### config.mk
export PLATFORM = sky130hd
export DESIGN_NAME = load_store_unit
export DESIGN_NICKNAME = d
export VERILOG_FILES = /design/src/rtl/load_store_unit.sv
export SDC_FILE = /design/constraint.sdc
export NUM_CORES = 1
export LEC_CHECK = 0
export ABC_AREA = 1
export CAP_MARGIN = 20
export CELL_PAD_IN_SITES_DETAIL_PLACEMENT = 0
export CELL_PAD_IN_SITES_GLOBAL_PLACEMENT = 1
export CORE_MARGIN = 5
export CORE_UTILIZATION = 36
export CTS_BUF_LIST = sky130_fd_sc_hd__clkbuf_16
export DETAILED_ROUTE_END_ITERATION = 8
export GPL_TIMING_DRIVEN = 1
export PLACE_DENSITY_LB_ADDON = 0.1
export SETUP_SLACK_MARGIN = 0.05
export SYNTH_ARGS = -nofsm -noshare
export SYNTH_HDL_FRONTEND = slang
export SYNTH_SLANG_ARGS = --single-unit
### constraint.sdc
create_clock -name clk -period 2.8 [get_ports clk]
set_input_delay 0.56 -clock clk [delete_from_list [all_inputs] [get_ports clk]]
set_output_delay 0.56 -clock clk [all_outputs]
set_load 0.02 [all_outputs]
### src/rtl/load_store_unit.sv
// load_store_unit
//   Sequential RV32I load/store unit. Accepts one load or store per
//   req_valid/req_ready handshake, forms the effective address, runs a single
//   access on a variable-latency word bus and returns extended load data or a
//   store completion on the rsp_* handshake. Illegal funct3 and out-of-range
//   addresses raise rsp_fault, misaligned accesses raise rsp_misaligned
//   (neither touches the bus), and a bus that never acks raises rsp_fault
//   after TIMEOUT_CYCLES.
// Ports:
//   clk, rst_n                : clock (rising edge), async active-low reset
//   req_*                     : request handshake and fields
//   rsp_*                     : response handshake, data and status flags
//   mem_req/we/addr/be/wdata  : data-memory bus request, held until mem_ack
//   mem_ack, mem_rdata        : bus completion and read word
module load_store_unit #(
   parameter int unsigned ADDR_WIDTH     = 16,
   parameter int unsigned TIMEOUT_CYCLES = 15
) (
   input  logic                  clk,
   input  logic                  rst_n,
   input  logic                  req_valid,
   output logic                  req_ready,
   input  logic                  req_store,
   input  logic [2:0]            req_funct3,
   input  logic [31:0]           req_base,
   input  logic [11:0]           req_offset,
   input  logic [31:0]           req_wdata,
   input  logic [4:0]            req_rd,
   output logic                  rsp_valid,
   input  logic                  rsp_ready,
   output logic [31:0]           rsp_data,
   output logic [4:0]            rsp_rd,
   output logic                  rsp_misaligned,
   output logic                  rsp_fault,
   output logic                  mem_req,
   output logic                  mem_we,
   output logic [ADDR_WIDTH-1:0] mem_addr,
   output logic [3:0]            mem_be,
   output logic [31:0]           mem_wdata,
   input  logic                  mem_ack,
   input  logic [31:0]           mem_rdata
);

   typedef enum logic [1:0] {S_IDLE, S_REQ, S_RESP} state_t;

   state_t                state_q, state_d;
   logic                  store_q, store_d;
   logic [2:0]            funct3_q, funct3_d;
   logic [4:0]            rd_q, rd_d;
   logic [ADDR_WIDTH-1:0] addr_q, addr_d;
   logic [1:0]            lane_q, lane_d;
   logic [3:0]            be_q, be_d;
   logic [31:0]           wdata_q, wdata_d;
   logic [7:0]            cnt_q, cnt_d;
   logic [31:0]           data_q, data_d;
   logic                  mis_q, mis_d;
   logic                  fault_q, fault_d;

   logic [31:0] ea;
   logic        illegal, out_of_range, misaligned;
   logic [3:0]  st_be;
   logic [31:0] st_wdata;
   logic [31:0] lane_word;
   logic [31:0] ld_data;

   always_comb begin
      ea = req_base + {{20{req_offset[11]}}, req_offset};

      illegal = 1'b0;
      case (req_funct3)
         3'b011, 3'b110, 3'b111: illegal = 1'b1;
         3'b100, 3'b101:         illegal = req_store;
         default:                illegal = 1'b0;
      endcase

      // Shift form stays legal when ADDR_WIDTH is 32 (empty upper slice).
      out_of_range = (ea >> ADDR_WIDTH) != '0;
      misaligned   = ((req_funct3[1:0] == 2'b01) && ea[0]) ||
                     ((req_funct3[1:0] == 2'b10) && (ea[1:0] != 2'b00));

      st_be    = 4'b1111;
      st_wdata = req_wdata;
      case (req_funct3[1:0])
         2'b00: begin
            st_be    = 4'b0001 << ea[1:0];
            st_wdata = {4{req_wdata[7:0]}};
         end
         2'b01: begin
            st_be    = ea[1] ? 4'b1100 : 4'b0011;
            st_wdata = {2{req_wdata[15:0]}};
         end
         default: begin
            st_be    = 4'b1111;
            st_wdata = req_wdata;
         end
      endcase

      lane_word = mem_rdata >> {lane_q, 3'b000};
      case (funct3_q)
         3'b000:  ld_data = {{24{lane_word[7]}}, lane_word[7:0]};
         3'b001:  ld_data = {{16{lane_word[15]}}, lane_word[15:0]};
         3'b100:  ld_data = {24'd0, lane_word[7:0]};
         3'b101:  ld_data = {16'd0, lane_word[15:0]};
         default: ld_data = mem_rdata;
      endcase
   end

   always_comb begin
      state_d  = state_q;
      store_d  = store_q;
      funct3_d = funct3_q;
      rd_d     = rd_q;
      addr_d   = addr_q;
      lane_d   = lane_q;
      be_d     = be_q;
      wdata_d  = wdata_q;
      cnt_d    = cnt_q;
      data_d   = data_q;
      mis_d    = mis_q;
      fault_d  = fault_q;

      case (state_q)
         S_IDLE: begin
            if (req_valid) begin
               store_d  = req_store;
               funct3_d = req_funct3;
               rd_d     = req_rd;
               addr_d   = {ea[ADDR_WIDTH-1:2], 2'b00};
               lane_d   = ea[1:0];
               be_d     = req_store ? st_be : 4'b1111;
               wdata_d  = req_store ? st_wdata : '0;
               cnt_d    = '0;
               if (illegal || out_of_range) begin
                  fault_d = 1'b1;
                  state_d = S_RESP;
               end else if (misaligned) begin
                  mis_d   = 1'b1;
                  state_d = S_RESP;
               end else begin
                  state_d = S_REQ;
               end
            end
         end
         S_REQ: begin
            // An ack arriving on the limit cycle still completes normally.
            if (mem_ack) begin
               data_d  = store_q ? '0 : ld_data;
               cnt_d   = '0;
               state_d = S_RESP;
            end else if (cnt_q == 8'(TIMEOUT_CYCLES - 1)) begin
               fault_d = 1'b1;
               cnt_d   = '0;
               state_d = S_RESP;
            end else begin
               cnt_d = cnt_q + 8'd1;
            end
         end
         S_RESP: begin
            if (rsp_ready) begin
               data_d  = '0;
               mis_d   = 1'b0;
               fault_d = 1'b0;
               state_d = S_IDLE;
            end
         end
         default: state_d = S_IDLE;
      endcase
   end

   always_ff @(posedge clk or negedge rst_n) begin
      if (!rst_n) begin
         state_q  <= S_IDLE;
         store_q  <= 1'b0;
         funct3_q <= '0;
         rd_q     <= '0;
         addr_q   <= '0;
         lane_q   <= '0;
         be_q     <= '0;
         wdata_q  <= '0;
         cnt_q    <= '0;
         data_q   <= '0;
         mis_q    <= 1'b0;
         fault_q  <= 1'b0;
      end else begin
         state_q  <= state_d;
         store_q  <= store_d;
         funct3_q <= funct3_d;
         rd_q     <= rd_d;
         addr_q   <= addr_d;
         lane_q   <= lane_d;
         be_q     <= be_d;
         wdata_q  <= wdata_d;
         cnt_q    <= cnt_d;
         data_q   <= data_d;
         mis_q    <= mis_d;
         fault_q  <= fault_d;
      end
   end

   // Bus fields are forced to zero outside REQ so they read as idle.
   always_comb begin
      req_ready      = (state_q == S_IDLE);
      rsp_valid      = (state_q == S_RESP);
      rsp_data       = data_q;
      rsp_rd         = rd_q;
      rsp_misaligned = mis_q;
      rsp_fault      = fault_q;
      mem_req        = (state_q == S_REQ);
      mem_we         = mem_req && store_q;
      mem_addr       = mem_req ? addr_q : '0;
      mem_be         = mem_req ? be_q : '0;
      mem_wdata      = mem_req ? wdata_q : '0;
   end

endmodule

==> results.cfg <==
[timing]
maxSlewViolCount = 0
final.setup_skew_ns = 0.00861
setup_violations = 0
period_minus_slack_ns = 2.59
fmax_mhz = 386
hold_viol = 0
worstMarginPinSlew_ns = 0.658
finalSetupTns_ns = 0
rsz0062_at_grt = yes
slew_headroom = 0.561
period_share = 0.925

[flow_run]
drv_cap = 0

[synthesis]
ys_seq_elements = 105
netlist_instances = 1207
ys_warn_count = 0
syn_avg_cell_area_sq_um = 6.42
yosysTopAreaCell = dfrtp_1
seq_area_frac_synth = 0.339
synth.top_cell.area_share = 0.339
synth.cell_area_sq_um = 7740
synth_area_leaders = dfrtp_1 34%, nand2_1 16%, inv_1 9.9%
ys_types = 41

[floorplanning]
row_count = 53
die_w_microns = 157
die_area_sq_um = 24500
io_pins = 217
fp.dieH_microns = 157
start_util = 0.367
core_area_sq_um = 21100

[layout]
final_area_sq_um = 11800
nets = 1657
diodes = 0
area_growth_pct = 52.5
drive_gt1_frac = 0.159

[worst_setup_path]
crit_type = input port to register
critPathRequiredTime_ns = 3.04
crit_chain = clkdlybuf4s50_1 > ha_1 > nand2_1 > nand3_2 > nand2_1 > nand2_2 > nand2_1 > nand2_2 > buf_4 > nand2_2 > nand2_1 > nand2_1 > nand2_1 > nor2_1 > nand2_2 > nor2_4 > nand3_1 > nand2_1 > nand2_1 > nand2_1 > nand2_1
worstReg2RegEnd = rsp_data[0]$_DFFE_PN0P_
timing.rr.start = lane_q[1]$_DFFE_PN0P_
worstPathMaxFanout = 4
cp_common_cell = nand2_1
startpoint_type = input port
cpMaxStageDelayCell = clkdlybuf4s50_1
cp.arrival_ns = 2.83
reg2reg_depth = 5
cp_num_buf_inv = 2
slowest_delay_ns = 0.41
endpoint_kind = register
r2r_slack_ns = 0.83
path_delay_family = simple AND/OR/NAND/NOR gates

[power]
p_per_area_nw_per_um2 = 423
leakagePower_nw = 5.95
vdd_ir_drop_max_uv = 285

[route]
wl_microns = 26100
viasPerCell = 4.73
antenna_left = 0
vias = 8416
avgRoutedWirePerCell_microns = 14.7
drt_iter0_markers = 280
drc = 0
dr.pass1.iters = 5

[clock_tree]
clock_sinks = 105
cts_tree = built
clk_latency_ns = 0.34
cts_buffer_depth = 2
cts-root-buf = clkbuf_16
clkTransAtPathRegs_ns = 0.08
cts_buffers = 9
htreeDepth = 3
hold_buffers = 0

[global_route]
grt_usage = 0.207
antenna_found_initial = 0
overflow = 0
grt_pass1_wl_microns = 41200
grt_pass1_vias = 8037
grt_max_degree = 57

[place]
dpl.hpwl_microns = 20600
portBuffers = 214
place_area_sq_um = 10800
gp_congestion = 0.883

[worst_hold_path]
hp-class = input port to asynchronous set/reset pin

[outcome]
status = finished clean
-- timing repair --
item	CTS	global route
resized for setup	18	108
pin swaps	7	45
buffers inserted	0	10
cloned	1	0
setup endpoints to repair	5	50
-- synth_stat cells, drive strengths merged --
cell and number:
a31oi 5, conb 1, o21bai 1, fa 1, a21oi 50, nor2 175
nand3 74, a32oi 1, clkbuf 30, o31ai 1, a21boi 1, xor2 4
ha 33, nor3 5, a32o 8, a22oi 2, buf 9, nand2 334
nor3b 2, o41ai 1, mux2i 2, a21o 2, nand4 6, xnor2 11
and2 3, o221ai 1, and3 3, o22ai 35, nand3b 2, dfrtp 105
inv 207, o21ai 92
-- sequential cells by signal, summed over array words and instances (netlist names) --
signal	cells
state_q	2
funct3_q	3
rsp_misaligned	1
rsp_fault	1
addr_q	14
rsp_data	32
rsp_rd	5
lane_q	2
wdata_q	32
cnt_q	8
store_q	1
be_q	4
-- cells by family (layout without fill, tap and decap cells) --
family | count (synthesis) | in the layout | synth area share
compound gates | 200 | 200 | 0.146
fa+ha+maj | 34 | 34 | 0.0559
simple gates | 604 | 604 | 0.318
xor+xnor | 15 | 15 | 0.0170
other cells | 1 | 2 | 0.000484
flops | 105 | 105 | 0.339
buf+inv | 246 | 543 | 0.121
mux | 2 | 2 | 0.00259
-- final cells by class --
class / count / area [sq um]
Fill cell: 2067 / 9280
Multi-Input combinational cell: 857 / 4730
Timing Repair Buffer: 321 / 3050
Sequential cell: 105 / 2630
Inverter: 207 / 777
Tap cell: 275 / 344
Clock buffer: 9 / 225
Clock inverter: 6 / 60.1
-- worst max-delay path by stage --
stage	start	end	slack (ns)	cells after the start
final	req_base[2]	rsp_misaligned$_DFFE_PN0P_	0.21	21
after global routing	req_base[2]	rsp_misaligned$_DFFE_PN0P_	0.02	21
after CTS	req_offset[11]	rsp_misaligned$_DFFE_PN0P_	0.05	19
after detailed placement	req_base[0]	rsp_misaligned$_DFFE_PN0P_	-0.46	20
after global placement	req_base[0]	rsp_misaligned$_DFFE_PN0P_	-0.43	20
after floorplan	req_base[0]	rsp_misaligned$_DFFE_PN0P_	0.33	19
-- per-layer routing --
| metal | track usage | vias up | share of wire |
|---|---|---|---|
| met3 | 0.0177 | 21 | 0.037 |
| met5 | 0 | - | 0 |
| li1 | - | 4392 | - |
| met4 | 0.0525 | 0 | 0.016 |
| met1 | 0.268 | 3838 | 0.44 |
| met2 | 0.370 | 165 | 0.51 |
-- metrics by stage --
stage	cells	setup slack [ns]	util	hold slack (ns)	total power [mW]
after detailed placement	1754	-0.456	0.514	0.462	3.64
after global routing	1780	0.0176	0.560	0.204	5.36
after global placement	1754	-0.431	0.514	0.455	3.63
after CTS	1770	0.0458	0.533	0.178	4.92
after floorplan	1208	0.333	-	0.264	2.88
final	1780	0.211	0.560	0.166	5.00
-- power breakdown --
group / internal, mW / total (mW) / switching [mW] / leakage (nW)
registers: 1.73 / 1.83 / 0.106 / 1.37
clock network: 0.686 / 1.25 / 0.562 / 0.144
logic: 0.845 / 1.92 / 1.07 / 4.44
-- worst register-to-register path, stage by stage (launching register included) --
cell	delay, ns
dfrtp_1	0.56
inv_2	0.23
a21oi_1	0.60
nand3_1	0.14
a31oi_1	0.23
o21ai_0	0.11
-- cell usage in the layout (no fill, tap or decap), drive strengths merged, types with 8 or more instances in the layout --
master / count
a21oi: 50
a32o: 8
buf: 107
clkbuf: 10
clkdlybuf4s50: 193
dfrtp: 105
dlymetal6s2s: 18
ha: 33
inv: 209
nand2: 334
nand3: 74
nor2: 175
o21ai: 92
o22ai: 35
xnor2: 11
Power figures use the tool's default switching activity.
